==> config.mk <==
export PLATFORM = sky130hd
export DESIGN_NAME = psk_mod
export DESIGN_NICKNAME = d
export VERILOG_FILES = /design/src/rtl/psk_mod.sv
export SDC_FILE = /design/constraint.sdc
export NUM_CORES = 1
export LEC_CHECK = 0
export CORE_ASPECT_RATIO = 1.4
export CORE_MARGIN = 1.5
export CORE_UTILIZATION = 55
export CTS_BUF_LIST = sky130_fd_sc_hd__clkbuf_2
export DETAILED_ROUTE_END_ITERATION = 6
export GPL_TIMING_DRIVEN = 0
export PLACE_DENSITY = 0.86
export SLEW_MARGIN = 10
export SYNTH_ARGS = -nofsm -noshare
export SYNTH_HDL_FRONTEND = slang
export SYNTH_SLANG_ARGS = --single-unit
==> constraint.sdc <==
create_clock -name clk -period 4.8 [get_ports clk]
set_input_delay 0.96 -clock clk [delete_from_list [all_inputs] [get_ports clk]]
set_output_delay 0.96 -clock clk [all_outputs]
set_load 0.01 [all_outputs]
==> src/rtl/psk_mod.sv <==
// BPSK/QPSK modulator: accepts parallel words over valid/ready, serialises them MSB-first
// into symbols held for sps samples, and maps each symbol onto the supplied carriers.
module psk_mod #(
  parameter int OUTPUT_WIDTH = 12,
  parameter int DATA_WIDTH   = 8,
  parameter int SPS_WIDTH    = 8
) (
  input  logic                           clk,
  input  logic                           rst,
  input  logic                           mode,
  input  logic        [SPS_WIDTH-1:0]    sps,
  input  logic        [DATA_WIDTH-1:0]   s_data,
  input  logic                           s_valid,
  output logic                           s_ready,
  input  logic signed [OUTPUT_WIDTH-1:0] sine_c,
  input  logic signed [OUTPUT_WIDTH-1:0] cosine_c,
  output logic signed [OUTPUT_WIDTH-1:0] dac_out,
  output logic                           dac_valid,
  output logic                           busy
);

  localparam int W     = OUTPUT_WIDTH;
  localparam int CNT_W = (DATA_WIDTH > 2) ? $clog2(DATA_WIDTH) : 1;

  localparam logic [CNT_W-1:0] LAST_SYM_BPSK = CNT_W'(DATA_WIDTH - 1);
  localparam logic [CNT_W-1:0] LAST_SYM_QPSK = CNT_W'(DATA_WIDTH / 2 - 1);
  localparam logic signed [W-1:0] MIN_VAL = {1'b1, {(W-1){1'b0}}};
  localparam logic signed [W-1:0] MAX_VAL = {1'b0, {(W-1){1'b1}}};

  typedef enum logic {
    IDLE = 1'b0,
    TX   = 1'b1
  } state_t;

  state_t state_reg, state_next;

  logic [DATA_WIDTH-1:0]   shift_reg;
  logic                    mode_reg;
  logic [SPS_WIDTH-1:0]    sps_reg;
  logic [SPS_WIDTH-1:0]    samp_cnt_reg;
  logic [CNT_W-1:0]        sym_cnt_reg;
  logic signed [W-1:0]     dac_out_reg;
  logic                    dac_valid_reg;
  logic                    busy_reg;

  logic                    last_samp;
  logic                    last_sym;
  logic                    word_end;
  logic                    accept;
  logic [SPS_WIDTH-1:0]    sps_eff;

  // The most negative code has no positive counterpart; clamp it to full scale.
  function automatic logic signed [W-1:0] sat_neg(input logic signed [W-1:0] x);
    if (x == MIN_VAL) begin
      return MAX_VAL;
    end
    return -x;
  endfunction

  assign sps_eff   = (sps == '0) ? SPS_WIDTH'(1) : sps;
  assign last_samp = (samp_cnt_reg == sps_reg - SPS_WIDTH'(1));
  assign last_sym  = (sym_cnt_reg == (mode_reg ? LAST_SYM_QPSK : LAST_SYM_BPSK));
  assign word_end  = last_samp && last_sym;
  assign accept    = s_valid && s_ready;

  // Carrier lanes: lane 0 is sine (BPSK symbol or QPSK Q bit), lane 1 is cosine (QPSK I bit).
  logic signed [W-1:0] carrier [2];
  logic                lane_bit [2];
  logic signed [W-1:0] term [2];

  assign carrier[0]  = sine_c;
  assign carrier[1]  = cosine_c;
  assign lane_bit[0] = mode_reg ? shift_reg[DATA_WIDTH-2] : shift_reg[DATA_WIDTH-1];
  assign lane_bit[1] = shift_reg[DATA_WIDTH-1];

  generate
    for (genvar gi = 0; gi < 2; gi++) begin : g_lane
      assign term[gi] = lane_bit[gi] ? carrier[gi] : sat_neg(carrier[gi]);
    end
  endgenerate

  // Bits [W:1] of the widened sum are the floor-halved result truncated to W bits.
  logic signed [W:0]   qpsk_sum;
  logic signed [W-1:0] qpsk_sample;
  logic signed [W-1:0] sample_next;

  assign qpsk_sum    = {term[1][W-1], term[1]} + {term[0][W-1], term[0]};
  assign qpsk_sample = qpsk_sum[W:1];
  assign sample_next = mode_reg ? qpsk_sample : term[0];

  always_comb begin
    state_next = state_reg;
    s_ready    = 1'b0;
    case (state_reg)
      IDLE: begin
        s_ready = 1'b1;
        if (s_valid) begin
          state_next = TX;
        end
      end
      TX: begin
        s_ready = word_end;
        if (word_end && !s_valid) begin
          state_next = IDLE;
        end
      end
      default: begin
        state_next = IDLE;
      end
    endcase
  end

  always_ff @(posedge clk) begin
    if (rst) begin
      state_reg <= IDLE;
    end else begin
      state_reg <= state_next;
    end
  end

  always_ff @(posedge clk) begin
    if (rst) begin
      shift_reg    <= '0;
      mode_reg     <= 1'b0;
      sps_reg      <= SPS_WIDTH'(1);
      samp_cnt_reg <= '0;
      sym_cnt_reg  <= '0;
    end else if (accept) begin
      shift_reg    <= s_data;
      mode_reg     <= mode;
      sps_reg      <= sps_eff;
      samp_cnt_reg <= '0;
      sym_cnt_reg  <= '0;
    end else if (state_reg == TX) begin
      if (last_samp) begin
        samp_cnt_reg <= '0;
        sym_cnt_reg  <= sym_cnt_reg + CNT_W'(1);
        shift_reg    <= mode_reg ? {shift_reg[DATA_WIDTH-3:0], 2'b00}
                                 : {shift_reg[DATA_WIDTH-2:0], 1'b0};
      end else begin
        samp_cnt_reg <= samp_cnt_reg + SPS_WIDTH'(1);
      end
    end
  end

  always_ff @(posedge clk) begin
    if (rst) begin
      dac_out_reg   <= '0;
      dac_valid_reg <= 1'b0;
      busy_reg      <= 1'b0;
    end else begin
      busy_reg <= (state_next == TX);
      if (state_reg == TX) begin
        dac_out_reg   <= sample_next;
        dac_valid_reg <= 1'b1;
      end else begin
        dac_out_reg   <= '0;
        dac_valid_reg <= 1'b0;
      end
    end
  end

  assign dac_out   = dac_out_reg;
  assign dac_valid = dac_valid_reg;
  assign busy      = busy_reg;

endmodule
==> results of run 1 <==
[worst min path at each step]
stage / startpoint / end / slack (ns) / depth (start not counted)
2_1_floorplan: shift_reg[0] / shift_reg[0] / 0.45 / 2
3_3_place_gp: shift_reg[3] / shift_reg[3] / 0.48 / 1
3_5_place_dp: shift_reg[0] / shift_reg[0] / 0.48 / 2
4_1_cts: shift_reg[0] / shift_reg[0] / 0.51 / 2
5_1_grt: shift_reg[0] / shift_reg[0] / 0.55 / 2
6_report: shift_reg[0] / shift_reg[0] / 0.52 / 2
[synth_stat cells, types with 7 or more instances]
| master | count |
|---|---|
| a21oi_1 | 24 |
| dfxtp_1 | 42 |
| ha_1 | 16 |
| inv_1 | 19 |
| mux2i_1 | 18 |
| nand2_1 | 41 |
| nand3_1 | 8 |
| nor2_1 | 49 |
| nor3_1 | 10 |
| o21ai_0 | 15 |
| or2_2 | 7 |
| xnor2_1 | 20 |
| xor2_1 | 17 |
[through the flow]
| step | setup WS, ns | area [sq um] | util | cells |
|---|---|---|---|---|
| after global routing | 0.0749 | 3920 | 0.709 | 527 |
| after floorplan | 0.722 | 3160 | - | 394 |
| after detailed placement | -0.290 | 3820 | 0.691 | 519 |
| after CTS | 0.123 | 3910 | 0.708 | 527 |
| final | 0.353 | 3920 | 0.709 | 527 |
| after global placement | -0.245 | 3820 | 0.691 | 519 |
[layout by cell type (no fill, tap or decap), drive strengths merged, types with 3 or more instances in the layout]
master	instances
clkdlybuf4s50	57
nor2	49
dfxtp	42
nand2	42
a21oi	25
xnor2	20
inv	19
mux2i	18
xor2	17
ha	16
o21ai	16
clkbuf	11
nor3	10
nand3	8
buf	8
or2	7
o31ai	6
a31oi	6
nor4	6
a32o	6
a211oi	6
or3	6
nand4	5
nand2b	4
a21o	4
a211o	4
nor2b	3
[metal layers]
metal	routed length [microns]	GRT usage	vias up
li1	-	-	1549
met4	401	0.151	0
met1	2990	0.262	1448
met3	317	0.0450	37
met2	4290	0.499	98
met5	0	0	-
[repair_timing]
action,4_1_cts,5_1_grt
setup endpoints to repair,0,5
hold buffers,0,0
gates resized for setup,0,1
[power by group through the flow]
stage / Clock, uW / Combinational (uW) / Sequential (uW)
after CTS: 269 / 398 / 383
after floorplan: 0 / 273 / 390
after global routing: 281 / 443 / 386
final: 264 / 400 / 383
after detailed placement: 0 / 396 / 390
after global placement: 0 / 385 / 389
[worst max-delay path: cells and delay by family]
kind            cells  cell delay [ns]
buf+inv             3             0.71
fa+ha+maj           2             0.45
simple gates        4             1.08
compound gates      7             1.57
[logic make-up (layout without fill, tap and decap cells)]
family / count (synthesis) / count (layout) / synth area share
XOR/XNOR: 37 / 37 / 0.102
flip-flops: 42 / 42 / 0.266
AND/OR/NAND/NOR: 155 / 155 / 0.246
multiplexers: 19 / 19 / 0.0605
adder cells (fa/ha/maj): 17 / 17 / 0.0696
AO/OA/AOI/OAI: 91 / 91 / 0.204
buffers and inverters: 33 / 98 / 0.0522
[area by class of cell]
cell class / count / area share
tap: 68 / 0.0217
inverter: 19 / 0.0182
clock buffer: 5 / 0.00639
buffer: 14 / 0.0240
clock inverter: 3 / 0.0176
sequential: 42 / 0.215
multi-input combinational: 319 / 0.552
timing repair buffer: 57 / 0.146
==> flow_metrics.env, run 1 <==
export IMPL_synth_cell_type_count=61
export IMPL_critPathMaxFanout=8
export IMPL_die_area_sq_um=6220
export IMPL_slowest_stage="clkdlybuf4s50_1"
export IMPL_fillerInstances=472
export IMPL_power_density_nw_per_um2=267
export IMPL_clockPowerShare=0.252
export IMPL_p_total_uw=1050
export IMPL_initialDrtViolationCount=145
export IMPL_power_leakage_uw=0.00164
export IMPL_synth_top_area_frac=0.266
export IMPL_worstMarginPinSlew_ns=0.755
export IMPL_pin_count=59
export IMPL_critPathLaunchType="primary input"
export IMPL_cp_startpoint="sine_c[1]"
export IMPL_die_w_microns=67.1
export IMPL_synth_edf_count=0
export IMPL_syn_inst=394
export IMPL_hold_ws_ns=0.519
export IMPL_drv_cap=0
export IMPL_synth_area_leader_cell="dfxtp_1"
export IMPL_start_util=0.572
export IMPL_num_vias=3132
export IMPL_r2r_start="mode_reg"
export IMPL_grt_overflow_total=0
export IMPL_synth_area_sq_um=3160
export IMPL_vias_per_cell=5.94
export IMPL_syn_to_final_growth_pct=23.9
export IMPL_cts_buffers=5
export IMPL_gp_congestion=0.896
export IMPL_p_switching_uw=349
export IMPL_avgSynthCellArea_sq_um=8.03
export IMPL_crit_end="dac_out[10]"
export IMPL_clk_pin_slew_worst_paths_ns=0.22
export IMPL_multiInputGateArea_sq_um=2160
export IMPL_power_internal_uw=698
export IMPL_ys_flop_type="dfxtp_1"
export IMPL_drive_above_1_share=0.0697
export IMPL_hold_path_class="register to register"
export IMPL_slew_viol_final=0
export IMPL_setup_viol=0
export IMPL_drc_errors=0
export IMPL_first_pass_iters=4
export IMPL_yosys_register_bits=42
export IMPL_max_freq_mhz=225
export IMPL_switching_share=0.333
export IMPL_die_h_microns=92.7
export IMPL_outcome="complete, no violations"
export IMPL_dp_hpwl_microns=6480
export IMPL_largest_reg_flops=12
export IMPL_coreArea_sq_um=5530
export IMPL_wl_microns=8010
export IMPL_worstSetupEndpointType="register"
export IMPL_fin_tns_setup_ns=0
export IMPL_antenna_found_initial=0
export IMPL_finalHoldViolCount=0
export IMPL_p_seq_frac=0.366
export IMPL_max_stage_delay_ns=0.44
export IMPL_grt_pass1_wl_microns=13100
export IMPL_clock_skew_ns=0.0292
export IMPL_reg2reg_to="dac_out[10]"
export IMPL_routedWlPerCell_microns=15.2
export IMPL_critPathRequiredTime_ns=5.13
export IMPL_period_minus_slack_ns=4.45
export IMPL_synth_area_top_cells="dfxtp_1 (27%), ha_1 (6.3%), nor2_1 (5.8%)"
export IMPL_clkSinkCount=42
export IMPL_path_class="primary input to register"
export IMPL_worstPathArrival_ns=4.78
export IMPL_timing_final_crit_share=0.926
export IMPL_seqCellArea_sq_um=841
export IMPL_rsz0062_at_grt="no"
export IMPL_clockBufferDepth=2
export IMPL_grt_start_max_net_pins=15
export IMPL_fin_nets=519
export IMPL_synth_fp_nets=455
export IMPL_track_usage=0.266
export IMPL_numPortBuffers=57
export IMPL_r2r_slack_ns=1.05
export IMPL_r2r_cells=13
export IMPL_rows=32
export IMPL_ir_worst_vdd_mv=0.253
export IMPL_post_cts_setup_buffers=0
export IMPL_yosysSeqAreaShare=0.266
export IMPL_synth_warnings=0
export IMPL_combinationalPowerShare=0.382
export IMPL_n_antenna_cell=0
export IMPL_slew_limit_headroom=0.482
export IMPL_cts_tree="done"
export IMPL_cts_root_buf="clkbuf_2"
export IMPL_first_global_vias=3072
export IMPL_path_cells="clkdlybuf4s50_1 -> inv_1 -> ha_1 -> nor3b_2 -> nand2_1 -> or3_1 -> clkbuf_1 -> nand2_1 -> ha_1 -> a211o_1 -> o211ai_1 -> a21oi_1 -> o31ai_1 -> o21ai_0 -> o2111a_1 -> a211o_1"
export IMPL_insertion_delay_ns=0.42
export IMPL_h_tree_depth=2
export IMPL_async_flop_share=0
export IMPL_postRouteAntennaNets=0
Power figures use the tool's default switching activity.
==> run 2, diff against run 1 <==
--- a/config.mk
+++ b/config.mk
@@ -7,11 +7,10 @@
 export LEC_CHECK = 0
 export CORE_ASPECT_RATIO = 1.4
 export CORE_MARGIN = 1.5
-export CORE_UTILIZATION = 55
-export CTS_BUF_LIST = sky130_fd_sc_hd__clkbuf_2
+export CORE_UTILIZATION = 53
 export DETAILED_ROUTE_END_ITERATION = 6
 export GPL_TIMING_DRIVEN = 0
-export PLACE_DENSITY = 0.86
+export PLACE_DENSITY = 0.83
 export SLEW_MARGIN = 10
 export SYNTH_ARGS = -nofsm -noshare
 export SYNTH_HDL_FRONTEND = slang
==> run 2 against run 1 <==
- worst setup slack worse by 0.065 ns
- first-iteration DRC count down 12%
- clock-buffer cell count unchanged
- combinational power up 1%
- clock power up 3%
- utilization down 3.2 points
- critical path type unchanged
- largest cell class unchanged
- highest routed layer unchanged
==> flow_metrics.env, run 2 (synthesis gave the netlist of run 1 again) <==
export IMPL_outcome="complete, no violations"
export IMPL_fin_nets=519
export IMPL_rows=33
export IMPL_cts_buffers=5
export IMPL_drive_above_1_share=0.0697
export IMPL_worstSetupEndpointType="register"
export IMPL_seqCellArea_sq_um=841
export IMPL_clk_pin_slew_worst_paths_ns=0.08
export IMPL_insertion_delay_ns=0.29
export IMPL_num_vias=3115
export IMPL_utilization=0.677
export IMPL_r2r_start="mode_reg"
export IMPL_cp_buffers_inverters=3
export IMPL_period_minus_slack_ns=4.51
export IMPL_clockBufferDepth=2
export IMPL_multiInputGateArea_sq_um=2170
export IMPL_clock_skew_ns=0.00429
export IMPL_grt_overflow_total=0
export IMPL_pin_count=59
export IMPL_coreArea_sq_um=5820
export IMPL_setup_viol=0
export IMPL_worstPathArrival_ns=4.69
export IMPL_grt_start_max_net_pins=14
export IMPL_syn_to_final_growth_pct=24.6
export IMPL_slew_viol_final=0
export IMPL_ir_worst_vdd_mv=0.173
export IMPL_max_freq_mhz=222
export IMPL_cts_root_buf="clkbuf_8"
export IMPL_slew_limit_headroom=0.502
export IMPL_hp_start="shift_reg[0]"
export IMPL_finalHoldViolCount=0
export IMPL_critPathLaunchType="primary input"
export IMPL_die_w_microns=68.3
export IMPL_dp_hpwl_microns=6490
export IMPL_vias_per_cell=5.89
export IMPL_final_cell_area_sq_um=3940
export IMPL_gp_congestion=0.880
export IMPL_r2r_slack_ns=1.06
export IMPL_fillerInstances=499
export IMPL_critPathMaxFanout=8
export IMPL_critPathRequiredTime_ns=4.97
export IMPL_grt_pass1_wl_microns=13100
export IMPL_drv_cap=0
export IMPL_path_cells="clkdlybuf4s50_1 -> inv_1 -> ha_1 -> nor3b_4 -> nand2_1 -> or3_1 -> clkbuf_1 -> nand2_1 -> ha_1 -> a211o_1 -> o211ai_1 -> a21oi_1 -> o31ai_1 -> o21ai_0 -> o2111a_1 -> a211o_1"
export IMPL_power_leakage_uw=0.00164
export IMPL_numPortBuffers=57
export IMPL_h_tree_depth=2
export IMPL_path_class="primary input to register"
export IMPL_start_util=0.543
export IMPL_worstMarginPinSlew_ns=0.727
export IMPL_timing_final_crit_share=0.940
export IMPL_first_global_vias=2956
export IMPL_routedWlPerCell_microns=15.2
export IMPL_max_stage_delay_ns=0.46
export IMPL_rsz0062_at_grt="no"
export IMPL_n_antenna_cell=0
export IMPL_min_to="shift_reg[0]"
export IMPL_r2r_cells=13
export IMPL_wl_microns=8050
export IMPL_hold_path_class="register to register"
export IMPL_largest_reg_flops=12
export IMPL_drc_errors=0
export IMPL_holdPathStages=2
export IMPL_cts_tree="done"
export IMPL_clkSinkCount=42
export IMPL_die_h_microns=94.4
export IMPL_slowest_stage="clkdlybuf4s50_1"
export IMPL_first_pass_iters=5
export IMPL_initialDrtViolationCount=127
export IMPL_reg2reg_to="dac_out[10]"
export IMPL_postRouteAntennaNets=0
export IMPL_track_usage=0.264
export IMPL_post_cts_setup_buffers=0
export IMPL_power_density_nw_per_um2=269
export IMPL_final_common_cell="clkdlybuf4s50_1"
export IMPL_placed_area_sq_um=3820
export IMPL_path_delay_family="compound AO/OA/AOI/OAI gates"
export IMPL_antenna_found_initial=0
export IMPL_final_cell_mix="clkdlybuf4s50_1 (57), nor2_1 (49), dfxtp_1 (42)"
export IMPL_die_area_sq_um=6450
## run 2: changes by cell type in the layout (fill, tap and decap cells not counted)
cell,previous run,this run
clkinv_4,1,0
clkbuf_8,0,5
bufinv_16,2,1
nor3b_4,0,1
clkinv_2,0,2
clkbuf_2,5,0
nor3b_2,1,0
## run 2: through the flow
step	setup slack [ns]	power, uW	std cells	hold slack (ns)	TNS (ns)
2_1_floorplan	0.722	663	394	0.449	0
3_3_place_gp	-0.232	774	521	0.474	-0.651
3_5_place_dp	-0.323	787	521	0.497	-1.19
4_1_cts	0.271	1060	529	0.512	0
5_1_grt	0.0192	1120	529	0.525	0
6_report	0.289	1060	529	0.507	0
## run 2: power by group
part           leakage [uW]  internal [uW]  total (uW)  switching, uW
Combinational       0.00124            189         404            215
Clock             0.0000579            153         273            120
Sequential         0.000343            367         382           14.9
Total               0.00164            709        1060            350
## run 2: how the worst max path moves through the flow
stage	cells after the start	startpoint	end
2_1_floorplan	15	sine_c[1]	dac_out[10]
3_3_place_gp	16	sine_c[0]	dac_out[10]
3_5_place_dp	16	sine_c[0]	dac_out[10]
4_1_cts	16	sine_c[0]	dac_out[10]
5_1_grt	14	cosine_c[0]	dac_out[10]
6_report	16	sine_c[0]	dac_out[10]
## run 2: area by class of cell
| type | count | area share |
|---|---|---|
| plain buffers | 14 | 0.0238 |
| clock buffers | 5 | 0.0175 |
| clock inverters | 3 | 0.0102 |
| inverters | 19 | 0.0181 |
| multi-input cells | 319 | 0.550 |
| flip-flops and latches | 42 | 0.213 |
| well taps | 70 | 0.0222 |
| repair buffers | 57 | 0.145 |
## run 2: repair_timing
action                                  in CTS  in global routing
hold buffers                                 0                  0
endpoints found under the setup margin       1                  2
resized for setup                            1                  1
## run 2: routing by layer
layer / global-route usage / vias up / share of wire
li1: - / 1547 / -
met2: 0.514 / 83 / 0.57
met1: 0.261 / 1465 / 0.37
met3: 0.0417 / 20 / 0.030
met5: 0 / - / 0
met4: 0.118 / 0 / 0.029
## run 2: worst reg2reg max path, cell delays in order, from the launching register on
cell,delay (ns)
dfxtp_1,0.31
clkbuf_1,0.25
mux2_2,0.47
or3_1,0.39
clkbuf_1,0.17
nand2_1,0.13
ha_1,0.30
a211o_1,0.28
o211ai_1,0.13
a21oi_1,0.13
o31ai_1,0.36
o21ai_0,0.19
o2111a_1,0.26
a211o_1,0.24
